`src/rtl/aes_ced_round_ctrl_if.sv`:
```
// Bundle between the CED round controller (master) and its cipher wrapper / round datapath (slave).
interface aes_ced_round_ctrl_if #(
    parameter int NR     = 10,
    parameter int RIDX_W = 4,
    parameter int FCNT_W = 8
);
    // start is a one-cycle request taken only while busy=0; every taken start
    // yields exactly one done pulse, on the same edge that drops busy.
    logic              start;
    logic [1:0]        ced_mode;
    logic [NR:0]       ced_round_mask;
    logic [127:0]      round_in;
    logic [127:0]      state_out;
    logic [127:0]      state_alpha_out;
    logic              ced_pass;
    logic [RIDX_W-1:0] round_idx;
    logic              busy;
    logic              done;
    logic              fault_detected;
    logic [RIDX_W-1:0] fault_round;
    logic [FCNT_W-1:0] fault_count;
    logic [1:0]        dbg_state;

    modport master (
        input  start, ced_mode, ced_round_mask, round_in,
        output state_out, state_alpha_out, ced_pass, round_idx, busy, done,
               fault_detected, fault_round, fault_count, dbg_state
    );

    modport slave (
        output start, ced_mode, ced_round_mask, round_in,
        input  state_out, state_alpha_out, ced_pass, round_idx, busy, done,
               fault_detected, fault_round, fault_count, dbg_state
    );
endinterface

```
`src/rtl/aes_ced_round_ctrl.sv`:
```
// AES round sequencer with alpha-permuted recomputation: each checked round is
// evaluated twice (plain, then column-rotated) and the two results are compared.
module aes_ced_round_ctrl #(
    parameter int NR     = 10,
    parameter int RIDX_W = 4,
    parameter int FCNT_W = 8
) (
    input  logic                 clk,
    input  logic                 rst,
    aes_ced_round_ctrl_if.master bus
);
    typedef enum logic [1:0] {
        IDLE   = 2'd0,
        COMP   = 2'd1,
        RECOMP = 2'd2
    } state_e;

    localparam logic [RIDX_W-1:0] LAST_ROUND = RIDX_W'(NR);

    state_e            state_q, state_d;
    logic [1:0]        mode_q, mode_d;
    logic [NR:0]       mask_q, mask_d;
    logic [127:0]      st_q, st_d;
    logic [127:0]      save_q, save_d;
    logic [RIDX_W-1:0] ridx_q, ridx_d;
    logic [RIDX_W-1:0] fround_q, fround_d;
    logic [FCNT_W-1:0] fcnt_q, fcnt_d;
    logic              fdet_q, fdet_d;
    logic              done_q, done_d;
    logic              busy_q, busy_d;
    logic              pass_q, pass_d;
    logic              chk;
    logic              last;
    logic              mismatch;

    // Byte k is bits [8k+7:8k]; a 4-byte rotate moves whole columns.
    function automatic logic [127:0] alpha(input logic [127:0] x);
        return {x[31:0], x[127:32]};
    endfunction

    function automatic logic [127:0] inv_alpha(input logic [127:0] x);
        return {x[95:0], x[127:96]};
    endfunction

    always_comb begin
        unique case (mode_q)
            2'b00:   chk = 1'b0;
            2'b10:   chk = mask_q[ridx_q];
            default: chk = 1'b1;
        endcase
    end

    assign last     = (ridx_q == LAST_ROUND);
    assign mismatch = (inv_alpha(bus.round_in) != save_q);

    always_comb begin
        state_d  = state_q;
        mode_d   = mode_q;
        mask_d   = mask_q;
        st_d     = st_q;
        save_d   = save_q;
        ridx_d   = ridx_q;
        fdet_d   = fdet_q;
        fround_d = fround_q;
        fcnt_d   = fcnt_q;
        done_d   = 1'b0;
        unique case (state_q)
            IDLE: begin
                if (bus.start) begin
                    state_d  = COMP;
                    ridx_d   = '0;
                    mode_d   = bus.ced_mode;
                    mask_d   = bus.ced_round_mask;
                    fdet_d   = 1'b0;
                    fround_d = '0;
                end
            end
            COMP: begin
                if (chk) begin
                    save_d  = bus.round_in;
                    state_d = RECOMP;
                end else begin
                    st_d = bus.round_in;
                    if (last) begin
                        state_d = IDLE;
                        done_d  = 1'b1;
                    end else begin
                        ridx_d = ridx_q + RIDX_W'(1);
                    end
                end
            end
            RECOMP: begin
                if (mismatch) begin
                    fdet_d = 1'b1;
                    if (!fdet_q) fround_d = ridx_q;
                    if (fcnt_q != '1) fcnt_d = fcnt_q + FCNT_W'(1);
                end
                // Abort mode wipes the state so no faulty ciphertext leaks out.
                if (mismatch && (mode_q == 2'b11)) begin
                    st_d    = '0;
                    state_d = IDLE;
                    done_d  = 1'b1;
                end else begin
                    st_d = save_q;
                    if (last) begin
                        state_d = IDLE;
                        done_d  = 1'b1;
                    end else begin
                        ridx_d  = ridx_q + RIDX_W'(1);
                        state_d = COMP;
                    end
                end
            end
            default: state_d = IDLE;
        endcase
        busy_d = (state_d != IDLE);
        pass_d = (state_d == RECOMP);
    end

    always_ff @(posedge clk or negedge rst) begin
        if (!rst) begin
            state_q  <= IDLE;
            mode_q   <= 2'b00;
            mask_q   <= '0;
            st_q     <= '0;
            save_q   <= '0;
            ridx_q   <= '0;
            fround_q <= '0;
            fcnt_q   <= '0;
            fdet_q   <= 1'b0;
            done_q   <= 1'b0;
            busy_q   <= 1'b0;
            pass_q   <= 1'b0;
        end else begin
            state_q  <= state_d;
            mode_q   <= mode_d;
            mask_q   <= mask_d;
            st_q     <= st_d;
            save_q   <= save_d;
            ridx_q   <= ridx_d;
            fround_q <= fround_d;
            fcnt_q   <= fcnt_d;
            fdet_q   <= fdet_d;
            done_q   <= done_d;
            busy_q   <= busy_d;
            pass_q   <= pass_d;
        end
    end

    assign bus.state_out       = st_q;
    assign bus.state_alpha_out = alpha(st_q);
    assign bus.ced_pass        = pass_q;
    assign bus.round_idx       = ridx_q;
    assign bus.busy            = busy_q;
    assign bus.done            = done_q;
    assign bus.fault_detected  = fdet_q;
    assign bus.fault_round     = fround_q;
    assign bus.fault_count     = fcnt_q;
    assign bus.dbg_state       = state_q;
endmodule
```
`src/flat_wrapper.sv`:
```
// flat-port wrapper written by rule: the top's interface ports become plain ports
module aes_ced_round_ctrl_flat 
#(
    parameter int NR     = 10,
    parameter int RIDX_W = 4,
    parameter int FCNT_W = 8
)
  (clk, rst, bus_start, bus_ced_mode, bus_ced_round_mask, bus_round_in, bus_state_out, bus_state_alpha_out, bus_ced_pass, bus_round_idx, bus_busy, bus_done, bus_fault_detected, bus_fault_round, bus_fault_count, bus_dbg_state);
  aes_ced_round_ctrl_if #(.NR(NR), .RIDX_W(RIDX_W), .FCNT_W(FCNT_W)) bus_i ();
  input  logic clk;
  input  logic rst;
  input wire logic [$bits(bus_i.start)-1:0] bus_start;
  input wire logic [$bits(bus_i.ced_mode)-1:0] bus_ced_mode;
  input wire logic [$bits(bus_i.ced_round_mask)-1:0] bus_ced_round_mask;
  input wire logic [$bits(bus_i.round_in)-1:0] bus_round_in;
  output wire logic [$bits(bus_i.state_out)-1:0] bus_state_out;
  output wire logic [$bits(bus_i.state_alpha_out)-1:0] bus_state_alpha_out;
  output wire logic [$bits(bus_i.ced_pass)-1:0] bus_ced_pass;
  output wire logic [$bits(bus_i.round_idx)-1:0] bus_round_idx;
  output wire logic [$bits(bus_i.busy)-1:0] bus_busy;
  output wire logic [$bits(bus_i.done)-1:0] bus_done;
  output wire logic [$bits(bus_i.fault_detected)-1:0] bus_fault_detected;
  output wire logic [$bits(bus_i.fault_round)-1:0] bus_fault_round;
  output wire logic [$bits(bus_i.fault_count)-1:0] bus_fault_count;
  output wire logic [$bits(bus_i.dbg_state)-1:0] bus_dbg_state;
  assign bus_i.start = bus_start;
  assign bus_i.ced_mode = bus_ced_mode;
  assign bus_i.ced_round_mask = bus_ced_round_mask;
  assign bus_i.round_in = bus_round_in;
  assign bus_state_out = bus_i.state_out;
  assign bus_state_alpha_out = bus_i.state_alpha_out;
  assign bus_ced_pass = bus_i.ced_pass;
  assign bus_round_idx = bus_i.round_idx;
  assign bus_busy = bus_i.busy;
  assign bus_done = bus_i.done;
  assign bus_fault_detected = bus_i.fault_detected;
  assign bus_fault_round = bus_i.fault_round;
  assign bus_fault_count = bus_i.fault_count;
  assign bus_dbg_state = bus_i.dbg_state;
  aes_ced_round_ctrl #(.NR(NR), .RIDX_W(RIDX_W), .FCNT_W(FCNT_W)) u_core (.clk(clk), .rst(rst), .bus(bus_i));
endmodule
```
`config.mk`:
```
export PLATFORM = sky130hd
export DESIGN_NAME = aes_ced_round_ctrl_flat
export DESIGN_NICKNAME = d
export VERILOG_FILES = /design/src/rtl/aes_ced_round_ctrl_if.sv /design/src/rtl/aes_ced_round_ctrl.sv /design/src/flat_wrapper.sv
export SDC_FILE = /design/constraint.sdc
export NUM_CORES = 1
export LEC_CHECK = 0
export CORE_MARGIN = 2
export CORE_UTILIZATION = 35
export CTS_CLUSTER_SIZE = 40
export DETAILED_ROUTE_END_ITERATION = 16
export PLACE_DENSITY = 0.75
export SLEW_MARGIN = 20
export SYNTH_ARGS = -nofsm -noshare
export SYNTH_HDL_FRONTEND = slang
export SYNTH_SLANG_ARGS = --single-unit
```
`constraint.sdc`:
```
create_clock -name clk -period 2.2 [get_ports clk]
set_input_delay 0.33 -clock clk [delete_from_list [all_inputs] [get_ports clk]]
set_output_delay 0.33 -clock clk [all_outputs]
set_load 0.01 [all_outputs]
```
# Word level (Yosys, flattened, before mapping)

Index checks and enable logic that the tools add are counted.
W data, S select, Z words.

Equality and inequality tests: 13
$lt $le $gt $ge: 1
Reduce and logical (&&, ||, !) cells: 14
Multiplexer cells: 27
Add/sub/neg operators: 2

Operators with widths:

| kind                  | count |
|---|---|
| $mux W128             | 2 |
| $pmux W128 S2         | 1 |
| $ne A128 B128 Y1      | 1 |
| $mux W4               | 6 |
| $pmux W4 S3           | 1 |
| $add A8 B1 Y8 const B | 1 |
| $eq A2 B2 Y1 const B  | 4 |
| $mux W2               | 4 |
| $ne A2 B2 Y1 const B  | 4 |
| $ne A8 B8 Y1 const B  | 1 |
| $pmux W4 S2           | 1 |
| $reduce_and A4 Y1     | 2 |
| $mux W1               | 7 |
| $pmux W1 S2           | 3 |
| $pmux W2 S3           | 1 |
| $reduce_and A2 Y1     | 3 |
| $reduce_and A3 Y1     | 2 |
| $reduce_bool A2 Y1    | 3 |
| $lt A4 B5 Y1 const B  | 1 |
| $add A4 B1 Y4 const B | 1 |
| $bmux W1 S4           | 1 |
| $eq A4 B4 Y1 const B  | 1 |
| $logic_not A2 Y1      | 2 |
| $reduce_bool A3 Y1    | 1 |
| other kinds (3)       | 3 |

Word-level logic and storage cells: 69
Bits in registers: 291

# Logic depth before layout (Yosys ltp)

Depth after elaboration: 6
Gate-level depth with buffers: 11

# Worst setup path before layout

Ideal clock, no wire load.

Kind: reg2reg
From: register u_core.ridx_q[0] (netlist: u_core.bus.round_idx[0])
To: register u_core.save_q[65]
Path buffers: 3
Arrival: 2.388 ns
Required time: 2.075 ns
Path slack: -0.312 ns
Cell stages (with the launch flop): 9
Library setup time: 0.125 ns
Clock period less this slack: 2.512 ns
Cells stage by stage: dfrtp_1 buf_2 mux4_2 a41o_1 a41oi_2 or2b_1 buf_2 buf_4 mux2_2

Cells in the longest elaborated chain, start to end: 4

Ends and longest elaborated chain:

| item                               | line                      | text |
|---|---|---|
| start, declared                    | aes_ced_round_ctrl.sv:25  | `logic [RIDX_W-1:0] ridx_q, ridx_d;` |
| start signal, assigned             | aes_ced_round_ctrl.sv:140 | `ridx_q <= ridx_d;` |
| $bmux W1 S4                        | aes_ced_round_ctrl.sv:48  | `2'b10: chk = mask_q[ridx_q];` |
| $mux W1 (not written as such)      | aes_ced_round_ctrl.sv:48  |  |
| $pmux W1 S2                        | aes_ced_round_ctrl.sv:46  | `unique case (mode_q)` |
| $reduce_and A2 Y1 (no source line) | -                         |  |
| end signal, assigned               | aes_ced_round_ctrl.sv:139 | `save_q <= save_d;` |
| end, declared                      | aes_ced_round_ctrl.sv:24  | `logic [127:0] save_q, save_d;` |

Every way passes these cells. The select of a mux whose other input is x is not followed.
A chain may end at the register's enable or synchronous reset.

# Final worst setup path

From: register u_core.ridx_q[0] (netlist: u_core.bus.round_idx[0])
To: register u_core.save_q[82]

The elaborated chain is that of the path after synthesis.

==> flow_metrics.tcl <==
set metrics [dict create \
    pre_cts_ws_ps -1044 \
    viasPerCell 5.166 \
    rsz0062_at_grt "true" \
    io_buffers 421 \
    combPwrFrac 0.599 \
    io_pins 422 \
    crit_slowest_cell "mux4_2" \
    status "complete, but fails checks" \
    fin_skew_ps 26.07 \
    cts_sinks 291 \
    max_slew_margin 0.5833 \
    finish.utilization 0.5448 \
    start_util 0.3519 \
    std_cell_rows 77 \
    drc 0 \
    worstPathMaxFanout 16 \
    drt_iter0_markers 879 \
    tightest_slew_ps 622.9 \
    wl_per_cell_um 23.09 \
    vdd_drop_max_v 0.0007815 \
    pwr-share-clk 0.139 \
    pwr-share-seq 0.261 \
    r2r_slack_ps -340 \
    syn_inst 1431 \
    switchingPower_w 0.01662 \
    first_global_vias 13224 \
    vias 13245 \
    core_area_sq_um 43930 \
    arrival_ps 2970 \
    fin_nets 2089 \
    p_int_w 0.02577 \
    min_path_type "in2async" \
    worstPathCellList "mux4_2 -> a41o_1 -> a41oi_2 -> or2b_4 -> buf_8 -> buf_12 -> buf_16 -> mux2_2" \
    gp_congestion 0.8956 \
    dp_hpwl_um 42800 \
    setup_ws_ps -338.3 \
    synth_area_per_cell_sq_um 10.80 \
    violations "negative setup slack" \
    tritoncts "yes" \
    swShare 0.3921 \
    cts_buffers 34 \
    period_minus_slack_ps 2538 \
    chipHeight_um 214.2 \
    worstSetupPathType "reg2reg" \
    start_kind "flip-flop" \
    grt_max_degree 96 \
    layout-drive-gt1-share 0.3293 \
    grt_usage 0.2393 \
    htree_levels 2 \
    finalHoldViolCount 0 \
    finalWirelength_um 59200 \
    critPathTopFamily "multiplexers" \
    worst_hold_slack_ps 230.5 \
    netlist_area_sq_um 15460 \
    synth_seq_area_share 0.4711 \
    dr.pass1.iters 5 \
    ys_seq_elements 291 \
    pwr_density_cell_nw_per_um2 1771 \
    crit_required_ps 2640 \
    endpoint_kind "flip-flop" \
    ant_nets 0 \
    maxSlewViolCount 0 \
    netlist-cell-type-count 38 \
    max_freq_mhz 394.0 \
    die_w_um 214.2 \
    clk_pin_slew_ps 60 \
    dieArea_sq_um 45860 \
    drv_cap 0 \
    ys_warn_count 0 \
    clk_path_buf_depth 3 \
    area_growth_pct 54.83 \
    max_stage_delay_ps 520 \
    finalCritPeriodShare 1.154 \
    path_buf_inv 3 \
    clock_latency_ps 550 \
    root_buffer "clkbuf_16" \
    synth_nets 1582 \
    grt_overflow 0 \
    finalSetupViolations 276 \
    grt_pass1_wl_um 83200 \
    antenna_found_initial 17 \
    leakage_nw 10.17 \
]
placed cells by master (no fill, tap or decap), drive strengths merged, types with 2 or more instances in the layout:
master,count
a21oi,131
a21o,2
nand2,8
o21ai,5
o211ai,2
clkbuf,63
bufinv,3
ha,7
nor4,34
clkdlybuf4s50,420
mux4,2
inv,8
xor2,129
nor2b,131
a31oi,132
a41oi,2
a211oi,2
mux2i,6
mux2,143
nand3,9
nor2,135
diode,10
o22ai,2
and3,5
and2,3
clkinv,3
xnor2,5
dfrtp,291
buf,257
nand4,12
nand3b,3
path summary, 6_finish.rpt:
path                                         startpoint                  endpoint  cells past startpoint
worst max-delay path            u_core.bus.round_idx[0]         u_core.save_q[82]                      8
worst min register to register         u_core.mask_q[3]          u_core.mask_q[3]                      1
max in group asynchronous                           rst  u_core.bus.state_out[67]                      3
min in group clk                  bus_ced_round_mask[6]          u_core.mask_q[6]                      2
worst max register to register  u_core.bus.round_idx[0]         u_core.save_q[82]                      8
worst min-delay path                                rst   u_core.bus.state_out[0]                      2
Yosys cell counts:
cell      number  area share
a21oi_2       77       0.044
o22ai_1        2     0.00081
nand4_1       12      0.0049
mux2_2       142        0.10
nand3_1        9      0.0029
o21ai_0        5      0.0016
a31oi_1      132       0.053
a21o_1         2     0.00097
or2b_1         1     0.00049
a21oi_1       54       0.017
nand3b_1       3      0.0015
nor4_1        34       0.014
or2_1          1     0.00040
nor2_1       135       0.033
nor2b_1      131       0.053
and2_1         3      0.0012
nor3_1         1     0.00032
mux2i_1        6      0.0039
o211ai_1       2     0.00097
clkbuf_1      44       0.011
a211oi_1       2     0.00097
buf_4        153       0.074
nand2_1        8      0.0019
o21bai_1       1     0.00049
a41o_1         1     0.00065
a41oi_1        1     0.00057
dfrtp_1      291        0.47
a41oi_2        1      0.0011
buf_8          1     0.00097
and3_1         5      0.0020
xnor2_1        5      0.0028
xor2_1       129       0.073
inv_1          7      0.0017
mux2_1         1     0.00073
ha_1           7      0.0057
mux4_2         2      0.0029
buf_6         11      0.0080
buf_2          9      0.0029
routing by layer:
metal | up-vias | part of all wire | track usage
li1 | 5883 | - | -
met1 | 6631 | 0.42 | 0.3096
met2 | 585 | 0.46 | 0.3785
met3 | 132 | 0.072 | 0.05872
met4 | 14 | 0.045 | 0.1109
met5 | - | 0.0015 | 0
registers in the layout (all words and copies together), names as in the netlist, 2 cells and up:
| signal | count |
|---|---|
| u_core.bus.fault_count | 8 |
| u_core.save_q | 128 |
| u_core.bus.round_idx | 4 |
| u_core.bus.fault_round | 4 |
| u_core.bus.state_out | 128 |
| u_core.bus.dbg_state | 2 |
| u_core.mode_q | 2 |
| u_core.mask_q | 11 |
cells by family after synthesis:
| logic type | after synthesis | synth area share |
|---|---|---|
| XOR/XNOR | 134 | 0.07592 |
| AO/OA/AOI/OAI | 280 | 0.1226 |
| buffers and inverters | 225 | 0.09858 |
| multiplexers | 151 | 0.1110 |
| AND/OR/NAND/NOR | 343 | 0.1152 |
| adder cells (fa/ha/maj) | 7 | 0.005665 |
| flip-flops | 291 | 0.4711 |
power groups by stage:
stage	logic (W)	registers, W	clock network [W]
2_1_floorplan	0.0124	0.0107	0
3_3_place_gp	0.0214	0.0109	0
3_5_place_dp	0.0218	0.0110	0
4_1_cts	0.0230	0.0110	0.00597
5_1_grt	0.0268	0.0114	0.00618
6_report	0.0254	0.0111	0.00591
timing repair:
item,4_1_cts,5_1_grt
pin swaps,29,32
resized for setup,50,140
hold endpoints to repair,87,0
setup buffers,9,13
hold buffers,1,0
setup endpoints to repair,277,277
cloned,4,10
stage by stage:
| stage | area [sq um] | power (W) | TNS (ps) | cells |
|---|---|---|---|---|
| 4_1_cts | 22890 | 0.03988 | -67550 | 2532 |
| 6_report | 23930 | 0.04239 | -65480 | 2564 |
| 3_3_place_gp | 21290 | 0.03221 | -154300 | 2458 |
| 3_5_place_dp | 21290 | 0.03281 | -164100 | 2458 |
| 2_1_floorplan | 15770 | 0.02316 | -43380 | 1431 |
| 5_1_grt | 23930 | 0.04433 | -84100 | 2561 |
area by class of cell:
cell class / instances / area [sq um]
Timing Repair Buffer: 689 / 7089
Fill cell: 3627 / 20000
Antenna cell: 10 / 25.02
Multi-Input combinational cell: 915 / 7626
Tap cell: 592 / 740.7
Clock buffer: 53 / 1023
Inverter: 7 / 26.28
Sequential cell: 291 / 7286
Clock inverter: 7 / 117.6
Power figures use the tool's default switching activity.
